`src/rtl/sram_arb_pkg.sv`:
```
// Shared types and constants for the two-port SRAM arbiter.
// Used by sram_arb_rr2 and sram_arbiter.
package sram_arb_pkg;

  typedef enum logic [1:0] {
    ST_IDLE   = 2'd0,
    ST_SETUP  = 2'd1,
    ST_ACCESS = 2'd2,
    ST_HOLD   = 2'd3
  } arb_state_e;

  localparam int PORT_CPU = 0;
  localparam int PORT_DMA = 1;

  // Every SRAM strobe is active-low, so "inactive" is a logic one.
  localparam logic STROBE_OFF = 1'b1;

  // Latched control part of a transfer.
  typedef struct packed {
    logic       port;
    logic       write;
    logic [1:0] be;
  } xfer_ctl_t;

  function automatic logic [1:0] port_onehot(input logic port);
    return port ? 2'b10 : 2'b01;
  endfunction

endpackage

```
`src/rtl/sram_arb_rr2.sv`:
```
// Two-way request picker. Round-robin by default; strict port-0 priority
// when SRAM_ARB_FIXED_PRIO_EN is defined.
module sram_arb_rr2
  import sram_arb_pkg::*;
(
  input  logic [1:0] req,
  input  logic       ptr,
  output logic [1:0] grant,
  output logic       ptr_next
);

`ifdef SRAM_ARB_FIXED_PRIO_EN
  logic ptr_unused;
  assign ptr_unused = ptr;
  assign ptr_next   = 1'b0;

  always_comb begin
    grant = 2'b00;
    if (req[PORT_CPU]) begin
      grant = port_onehot(1'b0);
    end else if (req[PORT_DMA]) begin
      grant = port_onehot(1'b1);
    end
  end
`else
  // ptr names the preferred port; a lone requester wins regardless of it,
  // and the pointer always moves away from whoever was granted.
  always_comb begin
    grant    = 2'b00;
    ptr_next = ptr;
    case (req)
      2'b01:   grant = port_onehot(1'b0);
      2'b10:   grant = port_onehot(1'b1);
      2'b11:   grant = port_onehot(ptr);
      default: grant = 2'b00;
    endcase
    if (grant[PORT_CPU]) begin
      ptr_next = 1'b1;
    end else if (grant[PORT_DMA]) begin
      ptr_next = 1'b0;
    end
  end
`endif

endmodule

```
`src/rtl/sram_arbiter.sv`:
```
// Shares one async 16-bit SRAM between the CPU (port 0) and DMA (port 1).
// Option macro: SRAM_ARB_FIXED_PRIO_EN (port 0 fixed priority instead of round-robin).
module sram_arbiter
  import sram_arb_pkg::*;
#(
  parameter int ADDR_W      = 18,
  parameter int DATA_W      = 16,
  parameter int WAIT_CYCLES = 2
) (
  input  logic              CLK,
  input  logic              reset_in,

  input  logic              p0_valid,
  input  logic              p0_write,
  input  logic [ADDR_W-1:0] p0_addr,
  input  logic [DATA_W-1:0] p0_wdata,
  input  logic [1:0]        p0_be,
  output logic              p0_ready,
  output logic              p0_rsp_valid,
  output logic [DATA_W-1:0] p0_rsp_rdata,

  input  logic              p1_valid,
  input  logic              p1_write,
  input  logic [ADDR_W-1:0] p1_addr,
  input  logic [DATA_W-1:0] p1_wdata,
  input  logic [1:0]        p1_be,
  output logic              p1_ready,
  output logic              p1_rsp_valid,
  output logic [DATA_W-1:0] p1_rsp_rdata,

  output logic [ADDR_W-1:0] sram_addr,
  output logic [DATA_W-1:0] sram_dat_write,
  input  logic [DATA_W-1:0] sram_dat_read,
  output logic              sram_dat_writeEnable,
  output logic              sram_cs_n,
  output logic              sram_we_n,
  output logic              sram_oe_n,
  output logic              sram_lb_n,
  output logic              sram_ub_n,

  output logic [1:0]        dbg_state
);

  // Handshake: a request is transferred in the cycle where pN_valid and
  // pN_ready are both high; ready only rises in IDLE for the granted port.
  // Responses are single-cycle pulses with no backpressure.

  localparam logic [3:0] LAST_ACCESS = 4'(WAIT_CYCLES - 1);

  arb_state_e        state_q, state_d;
  logic [3:0]        wait_cnt_q, wait_cnt_d;
  logic              rr_ptr_q, rr_ptr_d;
  xfer_ctl_t         ctl_q, ctl_d;
  logic [ADDR_W-1:0] addr_q, addr_d;
  logic [DATA_W-1:0] wdata_q, wdata_d;
  logic              cs_n_q, cs_n_d;
  logic              we_n_q, we_n_d;
  logic              oe_n_q, oe_n_d;
  logic              lb_n_q, lb_n_d;
  logic              ub_n_q, ub_n_d;
  logic              dat_oe_q, dat_oe_d;
  logic [1:0]        rsp_valid_q, rsp_valid_d;
  logic [DATA_W-1:0] rdata0_q, rdata0_d;
  logic [DATA_W-1:0] rdata1_q, rdata1_d;

  logic [1:0]        grant;
  logic              ptr_next;

  sram_arb_rr2 u_rr2 (
    .req      ({p1_valid, p0_valid}),
    .ptr      (rr_ptr_q),
    .grant    (grant),
    .ptr_next (ptr_next)
  );

  always_comb begin
    state_d     = state_q;
    wait_cnt_d  = wait_cnt_q;
    rr_ptr_d    = rr_ptr_q;
    ctl_d       = ctl_q;
    addr_d      = addr_q;
    wdata_d     = wdata_q;
    rdata0_d    = rdata0_q;
    rdata1_d    = rdata1_q;
    p0_ready    = 1'b0;
    p1_ready    = 1'b0;
    cs_n_d      = STROBE_OFF;
    we_n_d      = STROBE_OFF;
    oe_n_d      = STROBE_OFF;
    lb_n_d      = STROBE_OFF;
    ub_n_d      = STROBE_OFF;
    dat_oe_d    = 1'b0;
    rsp_valid_d = 2'b00;

    case (state_q)
      ST_IDLE: begin
        if (|grant) begin
          p0_ready   = grant[PORT_CPU];
          p1_ready   = grant[PORT_DMA];
          rr_ptr_d   = ptr_next;
          ctl_d.port = grant[PORT_DMA];
          if (grant[PORT_DMA]) begin
            ctl_d.write = p1_write;
            ctl_d.be    = p1_be;
            addr_d      = p1_addr;
            wdata_d     = p1_wdata;
          end else begin
            ctl_d.write = p0_write;
            ctl_d.be    = p0_be;
            addr_d      = p0_addr;
            wdata_d     = p0_wdata;
          end
          state_d = ST_SETUP;
        end
      end
      ST_SETUP: begin
        wait_cnt_d = 4'd0;
        state_d    = ST_ACCESS;
      end
      ST_ACCESS: begin
        if (wait_cnt_q == LAST_ACCESS) begin
          // Bus has been settled for the whole access window; sample it now.
          if (!ctl_q.write) begin
            if (ctl_q.port) begin
              rdata1_d = sram_dat_read;
            end else begin
              rdata0_d = sram_dat_read;
            end
          end
          state_d = ST_HOLD;
        end else begin
          wait_cnt_d = wait_cnt_q + 4'd1;
        end
      end
      ST_HOLD: begin
        state_d = ST_IDLE;
      end
      default: begin
        state_d = ST_IDLE;
      end
    endcase

    // Pin-side outputs are registered from the state being entered, so the
    // strobes line up with the state for the whole cycle.
    case (state_d)
      ST_SETUP: begin
        cs_n_d   = 1'b0;
        oe_n_d   = ctl_d.write;
        lb_n_d   = ~ctl_d.be[0];
        ub_n_d   = ~ctl_d.be[1];
        dat_oe_d = ctl_d.write;
      end
      ST_ACCESS: begin
        cs_n_d   = 1'b0;
        oe_n_d   = ctl_d.write;
        we_n_d   = ~ctl_d.write;
        lb_n_d   = ~ctl_d.be[0];
        ub_n_d   = ~ctl_d.be[1];
        dat_oe_d = ctl_d.write;
      end
      ST_HOLD: begin
        // we_n/oe_n released, chip select and data kept for hold time.
        cs_n_d      = 1'b0;
        lb_n_d      = ~ctl_d.be[0];
        ub_n_d      = ~ctl_d.be[1];
        dat_oe_d    = ctl_d.write;
        rsp_valid_d = port_onehot(ctl_d.port);
      end
      default: ;
    endcase
  end

  always_ff @(posedge CLK or posedge reset_in) begin
    if (reset_in) begin
      state_q     <= ST_IDLE;
      wait_cnt_q  <= 4'd0;
      rr_ptr_q    <= 1'(PORT_CPU);
      ctl_q       <= '0;
      addr_q      <= '0;
      wdata_q     <= '0;
      cs_n_q      <= STROBE_OFF;
      we_n_q      <= STROBE_OFF;
      oe_n_q      <= STROBE_OFF;
      lb_n_q      <= STROBE_OFF;
      ub_n_q      <= STROBE_OFF;
      dat_oe_q    <= 1'b0;
      rsp_valid_q <= 2'b00;
      rdata0_q    <= '0;
      rdata1_q    <= '0;
    end else begin
      state_q     <= state_d;
      wait_cnt_q  <= wait_cnt_d;
      rr_ptr_q    <= rr_ptr_d;
      ctl_q       <= ctl_d;
      addr_q      <= addr_d;
      wdata_q     <= wdata_d;
      cs_n_q      <= cs_n_d;
      we_n_q      <= we_n_d;
      oe_n_q      <= oe_n_d;
      lb_n_q      <= lb_n_d;
      ub_n_q      <= ub_n_d;
      dat_oe_q    <= dat_oe_d;
      rsp_valid_q <= rsp_valid_d;
      rdata0_q    <= rdata0_d;
      rdata1_q    <= rdata1_d;
    end
  end

  assign sram_addr            = addr_q;
  assign sram_dat_write       = wdata_q;
  assign sram_dat_writeEnable = dat_oe_q;
  assign sram_cs_n            = cs_n_q;
  assign sram_we_n            = we_n_q;
  assign sram_oe_n            = oe_n_q;
  assign sram_lb_n            = lb_n_q;
  assign sram_ub_n            = ub_n_q;
  assign p0_rsp_valid         = rsp_valid_q[PORT_CPU];
  assign p1_rsp_valid         = rsp_valid_q[PORT_DMA];
  assign p0_rsp_rdata         = rdata0_q;
  assign p1_rsp_rdata         = rdata1_q;
  assign dbg_state            = state_q;

endmodule

```
`config.mk`:
```
export PLATFORM = sky130hd
export DESIGN_NAME = sram_arbiter
export DESIGN_NICKNAME = d
export VERILOG_FILES = /design/src/rtl/sram_arb_pkg.sv /design/src/rtl/sram_arb_rr2.sv /design/src/rtl/sram_arbiter.sv
export SDC_FILE = /design/constraint.sdc
export NUM_CORES = 1
export LEC_CHECK = 0
export ABC_AREA = 1
export BUFFER_PORTS_ARGS = -buffer_cell sky130_fd_sc_hd__buf_2
export CORE_MARGIN = 4
export CORE_UTILIZATION = 51
export DETAILED_ROUTE_END_ITERATION = 12
export PLACE_DENSITY = 0.85
export SYNTH_ARGS = -nofsm -noshare
export SYNTH_HDL_FRONTEND = slang
export SYNTH_SLANG_ARGS = --single-unit
export TNS_END_PERCENT = 5
```
`constraint.sdc`:
```
create_clock -name CLK -period 5.78 [get_ports CLK]
set_clock_uncertainty 0.1 [all_clocks]
set_input_delay 0.867 -clock CLK [delete_from_list [all_inputs] [get_ports CLK]]
set_output_delay 0.867 -clock CLK [all_outputs]
set_load 0.03 [all_outputs]
```
# Yosys cells after proc, flatten, opt, wreduce, memory -nomap -nowiden
# Index checks and enable logic that the tools add are counted.
# word_totals
ff_bits,85
word_cells,71
inputBits,94
output_inout_bits,78
# op_classes
reduce_logical,11
eq_ne,11
bitwise_logic,5
n_addsub,1
muxes,26
# op_table
operator,count
18-bit two-way mux,1
16-bit two-way mux,1
"2-bit equality test, second input constant",6
1-bit two-way mux,12
4-bit two-way mux,3
2-bit two-way mux,5
2-bit one-hot mux with 4 select lines,1
4-bit one-hot mux with 2 select lines,1
4-bit AND reduction,2
"2-bit by 1-bit equality test with 1-bit output, second input constant",3
2-bit one-hot mux with 3 select lines,1
1-bit inverter,5
"4-bit by 1-bit adder with 4-bit output, second input constant",1
"4-bit by 1-bit equality test with 1-bit output, second input constant",1
2-bit AND reduction,2
2-bit nonzero test,2
2-bit OR reduction,2
3-bit two-way mux,1
3-bit AND reduction,1
3-bit OR reduction,1
2-bit logical NOT,1
"2-bit inequality test, second input constant",1

# Depth between registers and ports, before layout
# Gate-level depths: netlist (run 1).
# logic_depth
ltp_word,8
depth_mapped,10
mapped_depth_nobuf,10

# By module
# A second synthesis (run 1) with hierarchy kept.
# unflattened
hier_cells,455
area_unflattened_um2,4035.1
# by_module_without_submodules
mod,area_per_inst_um2,cells_each,instances
sram_arbiter,3996.3,445,1
sram_arb_rr2,38.8,10,1

# Least setup slack after synthesis (run 1)
# Ideal clock, no wire load.
# synth_path
path_type,input port to output port
from,in p0_valid
to,out p1_ready
path_slack_ps,3124
t_required_ps,4813
t_arrival_ps,1689
stages,6
path_cell_list,inv_1 nand2_2 nand2_2 inv_2 buf_4 nor2_1
# synth_via
elab_chain_len,5
word_cells_on_any_way,7
classes_between,eq/ne (3); mux (3); reduce/logical (1)
# synth_rtl
element,line,rtl
start: declaration,sram_arbiter.sv:13,"input logic p0_valid,"
2-bit equality test / 2-bit by 1-bit equality test with 1-bit output (equally long branches),sram_arb_rr2.sv:31,case (req)
2-bit one-hot mux with 3 select lines (*),sram_arb_rr2.sv:31,
2-bit OR reduction,sram_arbiter.sv:97,if (|grant) begin
1-bit two-way mux (*),sram_arbiter.sv:97,
1-bit two-way mux (*),sram_arbiter.sv:95,case (state_q)
end: declaration,sram_arbiter.sv:27,"output logic p1_ready,"
# Mark *: on every way between the ends. The rest lies on a longest branch, timed or not.

# Worst setup path after layout (run 1)
# Same ends and word-level chain as after synthesis.

==> flow_metrics.tcl, run 1 <==
set metrics [dict create \
    layout.nets 746 \
    tns_ns 0 \
    crit_slowest_cell "nand2_2" \
    post_drt_wl_per_cell_um 12.8 \
    antenna_left 0 \
    grtUsageTotal_pct 20.7 \
    layout_common_cells "nand2_1 (257), buf_2 (171), dfrtp_1 (80)" \
    start_util_pct 52.2 \
    max_freq_mhz 287 \
    overflow 0 \
    vias_per_cell 4.77 \
    crit_required_ns 4.81 \
    clk_pin_slew_ns 0.08 \
    synth-xor-area-share_pct 0.218 \
    rsz0062_at_grt "false" \
    grt_pass1_wl_um 16100 \
    final_common_cell "nand2_1" \
    slew_violations 0 \
    synth_adder_area_share_pct 2.81 \
    worst_pin_slew_ns 0.866 \
    io_pins 172 \
    worstSetupPathType "input pin to output port" \
    antenna_found_initial 0 \
    drt-total-wl_um 9570 \
    die_h_um 96.7 \
    cts_sinks 85 \
    crit_chain "buf_2, inv_1, nand2_2, nand2_2, inv_2, nor2_1, buf_2" \
    syn2layout_area_growth_pct 27.2 \
    stdcell_count 750 \
    dp.cells 734 \
    fin_crit_ns 3.48 \
    htree_num_levels 3 \
    core.rowCount 32 \
    cap_violations 0 \
    design_area_um2 5100 \
    holdBufCountCts 0 \
    p_per_area_nw_per_um2 627 \
    drive_gt1_share_pct 35.2 \
    fillers 681 \
    synth_mux_area_share_pct 0 \
    cts_resized 0 \
    synthSimpleGateAreaFrac_pct 29.2 \
    fp.dieW_um 96.7 \
    hold_slack_ns 0.380 \
    clkLatencyLatePin_ns 0.33 \
    synth_top_family_by_area "simple AND/OR/NAND/NOR gates" \
    core-area_um2 7690 \
    path_max_fanout 38 \
    yosys.cell_types.count 24 \
    crit_path_max_incr_delay_ns 0.51 \
    hpwlAfterDp_um 7150 \
    grt_max_degree 51 \
    setup_viol 0 \
    yosys_warnings 0 \
    vias 3581 \
    r2r_cells 7 \
    slew_headroom_pct 42.2 \
    first_global_vias 3538 \
    yosys_register_bits 85 \
    hold_class "flip-flop to flip-flop" \
    setup_ws_ns 2.30 \
    post_cts_buffers 0 \
    cts-root-buf "clkbuf_8" \
    cts_made_buffers 9 \
    cts_tree "built" \
    ff2ff_setup_slack_ns 3.26 \
    routabilityCongestion 0.817 \
    drc 0 \
    multi_input_area_um2 1560 \
    seq_area_frac_synth_pct 53.2 \
    synth_area_um2 4010 \
    cts.path.max_buffers 2 \
    timing_hold_violations_final 0 \
    end_kind "output port" \
    pre_cts_slack_ns 2.28 \
    p_leak_nw 3.04 \
    critPathLaunchType "input pin" \
    postPlaceCellArea_um2 4830 \
    critical_path_arrival_ns 2.52 \
    syn-num-nets 583 \
    n_antenna_cell 0 \
    regArea_um2 2130 \
    synth_area_per_cell_um2 8.36 \
    outcome "finished, final reports clean" \
    drt_iter0_drc 108 \
    dieArea_um2 9350 \
    finalCritPeriodShare_pct 60.3 \
    whs_path_depth 2 \
    drtPass1Iterations 4 \
    peakVddDrop_mv 0.297 \
    synth-compound-area-share_pct 6.77 \
    port_buffers 171 \
    syn-instance-count 480 \
]
[metal layers]
metal | up-vias | global-route usage (%) | share of wire [%]
met3 | 8 | 5.98 | 9.2
met2 | 164 | 34.4 | 48
met1 | 1624 | 26.3 | 42
li1 | 1785 | - | -
met4 | 0 | 6.37 | 0.97
met5 | - | 0 | 0
[through the flow]
stage	power (W)	utilization (%)
2_1_floorplan	0.00223	-
3_3_place_gp	0.00261	62.8
3_5_place_dp	0.00266	62.8
4_1_cts	0.00323	66.4
5_1_grt	0.00343	66.4
6_report	0.00320	66.4
[sequential cells by signal (all words and copies together), names as in the netlist]
name,cells
sram_we_n,1
sram_addr,18
sram_oe_n,1
p0_rsp_rdata,16
sram_ub_n,1
p1_rsp_rdata,16
ctl_q,4
rsp_valid_q,2
sram_cs_n,1
sram_lb_n,1
rr_ptr_q,1
wait_cnt_q,4
sram_dat_write,16
dbg_state,2
sram_dat_writeEnable,1
[synthesized netlist by cell type (all sizes together)]
master | count | area share (%)
nand3b | 1 | 0.50
nand3 | 14 | 2.1
o21ai | 36 | 6.3
or2 | 3 | 0.47
a21oi | 1 | 0.12
dfrtp | 80 | 50
o21bai | 2 | 0.37
inv | 38 | 3.6
ha | 9 | 2.8
nor2 | 9 | 1.5
xor2 | 1 | 0.22
buf | 20 | 4.3
nand2 | 260 | 25
nand4 | 1 | 0.16
dfstp | 5 | 3.3
[power by group]
part	switching, W	internal, W
combinational	0.00113	0.000466
clock	0.000204	0.000343
sequential	0.000162	0.000896
[worst paths after layout]
kind                                  start                    to
max in group asynchronous          reset_in  sram_dat_writeEnable
setup / recovery                   p0_valid              p1_ready
setup reg to reg               dbg_state[0]     sram_dat_write[8]
hold / removal             p0_rsp_rdata[13]      p0_rsp_rdata[13]
hold reg to reg            p0_rsp_rdata[13]      p0_rsp_rdata[13]
min in group asynchronous          reset_in       p0_rsp_rdata[6]
[cell families after synthesis]
group	Yosys count
AO/OA/AOI/OAI	39
XOR/XNOR	1
adder cells (fa/ha/maj)	9
buffers and inverters	58
flip-flops	85
AND/OR/NAND/NOR	288
[final cells by class]
cell class                      instances  area share [%]
Clock inverter                          6            2.62
Clock buffer                           10            2.70
Tap cell                              102            2.50
Sequential cell                        85            41.8
Timing Repair Buffer                  172            16.9
Inverter                               38            2.82
Multi-Input combinational cell        337            30.6
[critical path, delay by kind of cell]
| kind | cells | cell delay, ns |
|---|---|---|
| simple gates | 3 | 0.78 |
| buf+inv | 4 | 0.84 |
Power figures use the tool's default switching activity.
==> run 2, diff against run 1 <==
ABC_AREA = 0   (was 1)
CORE_UTILIZATION = 42   (was 51)
PLACE_DENSITY = 0.76   (was 0.85)
clock period = 2.9 ns   (was 5.78 ns; I/O delays follow)
==> run 2 against run 1 <==
Sequential share of layout area increased by 0.67 points. Wire length increased by 10%. Worst setup slack got worse by 1.7 ns. First-iteration DRC count decreased by 7.4%. Area after synthesis decreased by 4.9%. Register-to-register slack got worse by 2.6 ns. Clock-buffer cell count increased by 1. Cell area decreased by 1.6%. Global-route usage decreased by 1.4 points. Critical path depth increased by 1. Highest routed layer unchanged.
==> flow_metrics.tcl, run 2 <==
set metrics [dict create \
    largest_reg_flops 18 \
    drc 0 \
    synth-main-ff-cell "dfrtp_1" \
    p_per_area_nw_per_um2 1260 \
    drtPass1Iterations 4 \
    htree_num_levels 3 \
    vias 3482 \
    yosys_warnings 0 \
    crit_required_ns 3.06 \
    clkLatencyLatePin_ns 0.35 \
    slew_violations 0 \
    rsz0062_at_grt "false" \
    layout.nets 626 \
    p_leak_nw 2.40 \
    synth_edf_count 0 \
    critPathTopFamily "simple AND/OR/NAND/NOR gates" \
    fp.dieW_um 103 \
    syn2layout_area_growth_pct 31.6 \
    switching_share_pct 46.2 \
    critPathLaunchType "flip-flop" \
    grtUsageTotal_pct 19.3 \
    post_drt_wl_per_cell_um 16.6 \
    yosys.area.top_type_share_pct 52.5 \
    overflow 0 \
    cts_sinks 85 \
    routabilityCongestion 0.810 \
    drt-total-wl_um 10500 \
    setup_viol 0 \
    dieArea_um2 10700 \
    timing_hold_violations_final 0 \
    synth_area_leaders "dfrtp_1 (52%), mux2_2 (9.4%), a31oi_1 (6.4%)" \
    hpwlAfterDp_um 7750 \
    max_freq_mhz 437 \
    seq_area_frac_synth_pct 55.9 \
    cts_resized 0 \
    crit_top_cell "ha_1" \
    comb_power_share_pct 51.6 \
    synthArstFlopShare_pct 100 \
    drive_gt1_share_pct 45.5 \
    port_buffers 171 \
    synth_area_per_cell_um2 10.7 \
    io_pins 172 \
    final_common_cell "buf_2" \
    vias_per_cell 5.47 \
    cts.path.max_buffers 2 \
    first_global_vias 3442 \
    synth_largest_area_cell "dfrtp_1" \
    critical_path_arrival_ns 2.45 \
    syn-num-nets 461 \
    n_antenna_cell 0 \
    crit_slowest_cell "or3b_1" \
    path_max_fanout 5 \
    cts-root-buf "clkbuf_8" \
    clk_pin_slew_ns 0.10 \
    grt_pass1_wl_um 16200 \
    crit_chain "inv_1, ha_1, or3b_1, nor2_1, o32ai_1, ha_1, nor3b_1, a31oi_1" \
    holdBufCountCts 0 \
    stdcell_count 636 \
    cts_tree "built" \
    syn-instance-count 358 \
    cap_violations 0 \
    crit_buf_inv 1 \
    peakVddDrop_mv 0.553 \
    sequentialPowerShare_pct 33.6 \
    yosys.cell_types.count 38 \
    worst_pin_slew_ns 0.659 \
    path_depth 8 \
    antenna_found_initial 0 \
    grt_max_degree 39 \
    tns_ns 0 \
    dp.cells 620 \
    end_kind "flip-flop" \
    die_h_um 103 \
    synth.most_common_cell "dfrtp_1" \
    fin_crit_ns 2.29 \
    start_util_pct 43.5 \
    p_switching_w 0.00292 \
    yosys_register_bits 85 \
    pwr-share-clk_pct 14.8 \
    r2r_cells 8 \
    layout_common_cells "buf_2 (171), dfrtp_1 (80), nor2_1 (41), a21oi_1 (41)" \
    ys_top_cells_by_count "dfrtp_1 (80), a21oi_1 (41), nor2_1 (41), a31oi_1 (39), o21ai_0 (39)" \
    post_cts_buffers 0 \
    core.rowCount 34 \
    antenna_left 0 \
    p_int_w 0.00340 \
    outcome "finished, final reports clean" \
    drt_iter0_drc 100 \
    core-area_um2 8760 \
    hold_class "input pin to asynchronous set/reset pin" \
    finalCritPeriodShare_pct 78.9 \
    synth_area_um2 3810 \
    crit_path_max_incr_delay_ns 0.46 \
    cts_made_buffers 9 \
    slew_headroom_pct 56.0 \
    worstSetupPathType "flip-flop to flip-flop" \
]
## run 2: kinds of logic after synthesis
| family | after synthesis | share of synthesized area (%) |
|---|---|---|
| flops | 85 | 55.9 |
| buf+inv | 37 | 3.87 |
| fa+ha+maj | 9 | 2.95 |
| mux | 34 | 9.97 |
| simple gates | 63 | 8.07 |
| compound gates | 130 | 19.2 |
## run 2: power by group through the flow
stage          sequential [W]  clock [W]  combinational [W]
6_report              0.00212   0.000938            0.00326
2_1_floorplan         0.00315          0            0.00129
4_1_cts               0.00213   0.000963            0.00329
3_5_place_dp          0.00214          0            0.00329
3_3_place_gp          0.00212          0            0.00321
5_1_grt               0.00219    0.00100            0.00355
## run 2: worst reg2reg max path: cells and delay by family, from the launching register on
| family | cells | cell delay [ns] |
|---|---|---|
| buffers and inverters | 1 | 0.09 |
| flip-flops | 1 | 0.43 |
| AND/OR/NAND/NOR | 3 | 0.85 |
| AO/OA/AOI/OAI | 2 | 0.25 |
| adder cells (fa/ha/maj) | 2 | 0.50 |
## run 2: metal layers
metal | up-vias | routed length, um | track usage (%)
li1 | 1615 | - | -
met1 | 1661 | 4220 | 23.4
met4 | 0 | 256 | 9.36
met5 | - | 0 | 0
met3 | 20 | 1060 | 5.03
met2 | 186 | 4990 | 32.1
## run 2: final timing paths
kind	from	end	slack, ns
max	wait_cnt_q[1]	sram_oe_n	0.61
min	reset_in	sram_dat_write[5]	0.05
max reg2reg	wait_cnt_q[1]	sram_oe_n	0.61
min reg2reg	p1_rsp_rdata[13]	p1_rsp_rdata[13]	0.40
max in group asynchronous	reset_in	sram_addr[3]	1.96
min in group CLK	p0_wdata[9]	sram_dat_write[9]	0.23
## run 2: metrics by stage
stage | hold WS [ns] | power [W] | instance area, um2 | utilization [%] | setup slack (ns)
global route | 0.113 | 0.00675 | 5020 | 57.3 | 0.452
CTS | 0.0678 | 0.00638 | 5020 | 57.3 | 0.584
floorplan | 0.366 | 0.00443 | 3810 | - | 0.180
detailed placement | 0.390 | 0.00543 | 4800 | 54.8 | 0.598
finish | 0.0542 | 0.00632 | 5020 | 57.3 | 0.611
global placement | 0.382 | 0.00532 | 4800 | 54.8 | 0.705
## run 2: cell type report
type	count	area [um2]
clock buffers	11	141
clock inverters	5	82.6
fillers	780	3740
inverters	8	31.3
multi-input cells	236	1540
flip-flops and latches	85	2130
well taps	108	135
repair buffers	183	958
==> run 3, diff against run 2 <==
clock period = 1.9 ns   (was 2.9 ns; I/O delays follow)
==> run 3 against run 2 <==
The run now ends with negative setup slack left. First-iteration DRC count shrank 19%. Register-to-register slack got worse by 0.85 ns. Utilization up 2.9 points. Wire length is 0.48% lower. Sequential power rose by 52%. Sequential share of layout area down 2.0 points. Final cell count rose by 1.9%. Fmax up 7.1%. Flip-flop and latch count is the same. Global-route usage decreased by 0.79 points. Critical endpoint is now p0_rsp_rdata[6].
==> flow_metrics.tcl, run 3 (synthesis gave the netlist of run 2 again) <==
set metrics [dict create \
    met1_usage_pct 24.2 \
    die_h_um 103 \
    grtUsageTotal_pct 18.5 \
    core.rowCount 34 \
    n_antenna_cell 0 \
    fp.dieW_um 103 \
    routabilityCongestion 0.807 \
    worstSetupPathType "flip-flop to flip-flop" \
    io_pins 172 \
    cts_tree "built" \
    crit_slowest_cell "or3b_4" \
    outcome "finished with violations" \
    p_per_area_nw_per_um2 1900 \
    largest_reg_flops 18 \
    fillers 751 \
    worst_pin_slew_ns 0.476 \
    drive_gt1_share_pct 49.3 \
    setup_ws_ns -0.238 \
    layout.nets 638 \
    ff2ff_setup_slack_ns -0.24 \
    cts.path.max_buffers 2 \
    final_common_cell "buf_2" \
    hold_slack_ns 0.0861 \
    post_drt_wl_per_cell_um 16.2 \
    slew_headroom_pct 68.2 \
    whs_path_depth 3 \
    clkLatencyLatePin_ns 0.33 \
    grt_max_degree 54 \
    vias 3430 \
    start_util_pct 43.5 \
    drtPass1Iterations 4 \
    peakVddDrop_mv 0.957 \
    violations "negative setup slack" \
    timing.rr.end "p0_rsp_rdata[6]" \
    path_max_fanout 8 \
    rsz0062_at_grt "true" \
    drt_iter0_drc 81 \
    crit_chain "inv_2, ha_4, or3b_4, nor4b_4, buf_4, clkbuf_16, mux2_2" \
    syn2layout_area_growth_pct 38.2 \
    layout_common_cells "buf_2 (169), dfrtp_1 (80), nor2_1 (40), a21oi_1 (40)" \
    hold_class "input pin to flip-flop" \
    antenna_left 0 \
    first_global_vias 3248 \
    port_buffers 171 \
    cap_violations 0 \
    dieArea_um2 10700 \
    antenna_found_initial 0 \
    power_w 0.0100 \
    critPathLaunchType "flip-flop" \
    vias_per_cell 5.29 \
    crit_required_ns 2.02 \
    grt_pass1_wl_um 15400 \
    end_kind "flip-flop" \
    finalCritPeriodShare_pct 113 \
    hpwlAfterDp_um 7440 \
    crit_path_max_incr_delay_ns 0.42 \
    p_leak_nw 2.50 \
    busiest_layer "met2" \
    slew_violations 0 \
    clk_pin_slew_ns 0.09 \
    met2_usage_pct 30.4 \
    setup_viol 17 \
    core-area_um2 8760 \
    r2r_cells 7 \
    max_freq_mhz 468 \
    worstHoldEndpoint "sram_addr[16]" \
    cts_made_buffers 9 \
    cts_sinks 85 \
    drc 0 \
    grt_use_met3_pct 5.43 \
    timing_hold_violations_final 0 \
    critical_path_arrival_ns 2.26 \
    overflow 0 \
    hold_path_startpoint "p0_addr[16]" \
    htree_num_levels 3 \
    regToRegStartpoint "wait_cnt_q[1]" \
    fin_crit_ns 2.14 \
    cts-root-buf "clkbuf_8" \
    drt-total-wl_um 10500 \
]
==> run 3: how the worst max path moves through the flow <==
stage	start	to	slack, ns	cells past startpoint
detailed placement	wait_cnt_q[1]	sram_oe_n	-0.26	8
finish	wait_cnt_q[1]	p0_rsp_rdata[6]	-0.24	7
global route	wait_cnt_q[1]	p0_rsp_rdata[2]	-0.28	7
floorplan	wait_cnt_q[1]	p0_rsp_rdata[0]	-0.31	7
global placement	wait_cnt_q[1]	sram_oe_n	-0.18	8
CTS	wait_cnt_q[1]	p0_rsp_rdata[3]	-0.20	6
==> run 3: per-stage QoR <==
| step | utilization, % | std cells | setup WS [ns] | area [um2] | setup TNS [ns] |
|---|---|---|---|---|---|
| after detailed placement | 55.8 | 629 | -0.260 | 4890 | -3.74 |
| after CTS | 58.9 | 646 | -0.198 | 5160 | -3.12 |
| after global routing | 60.2 | 648 | -0.285 | 5270 | -4.58 |
| after floorplan | - | 358 | -0.314 | 3820 | -10.23 |
| final | 60.2 | 648 | -0.238 | 5270 | -3.48 |
| after global placement | 55.8 | 629 | -0.179 | 4890 | -2.43 |
==> run 3: timing repair <==
item	4_1_cts	5_1_grt
setup buffers	0	1
resized for setup	12	20
hold endpoints to repair	80	0
gates cloned	0	1
endpoints found under the setup margin	25	41
hold buffers	1	0
pin swaps	2	5
==> run 3: layout make-up <==
class	count	area [um2]	area share, %
clock inverter	4	55.1	1.04
clock buffer	12	165	3.13
tap	108	135	2.56
inverter	8	33.8	0.641
multi-input combinational	236	1640	31.1
timing repair buffer	195	1110	21.0
sequential	85	2130	40.5
==> run 3: metal layers <==
layer	vias to the layer above	part of all wire (%)
met3	6	8.6
met2	153	48
met5	-	0
met4	0	0.62
met1	1633	42
li1	1638	-
==> run 3: power by group <==
part	internal (W)	switching (W)	total (W)
Combinational	0.00201	0.00344	0.00546
Clock	0.000721	0.000640	0.00136
Sequential	0.00273	0.000495	0.00323
Total	0.00547	0.00458	0.0100
==> run 3: critical path: cells and delay by family (launching register included) <==
| kind | cells | cell delay (ns) |
|---|---|---|
| multiplexers | 1 | 0.33 |
| AND/OR/NAND/NOR | 2 | 0.65 |
| flip-flops | 1 | 0.39 |
| buffers and inverters | 3 | 0.44 |
| adder cells (fa/ha/maj) | 1 | 0.12 |
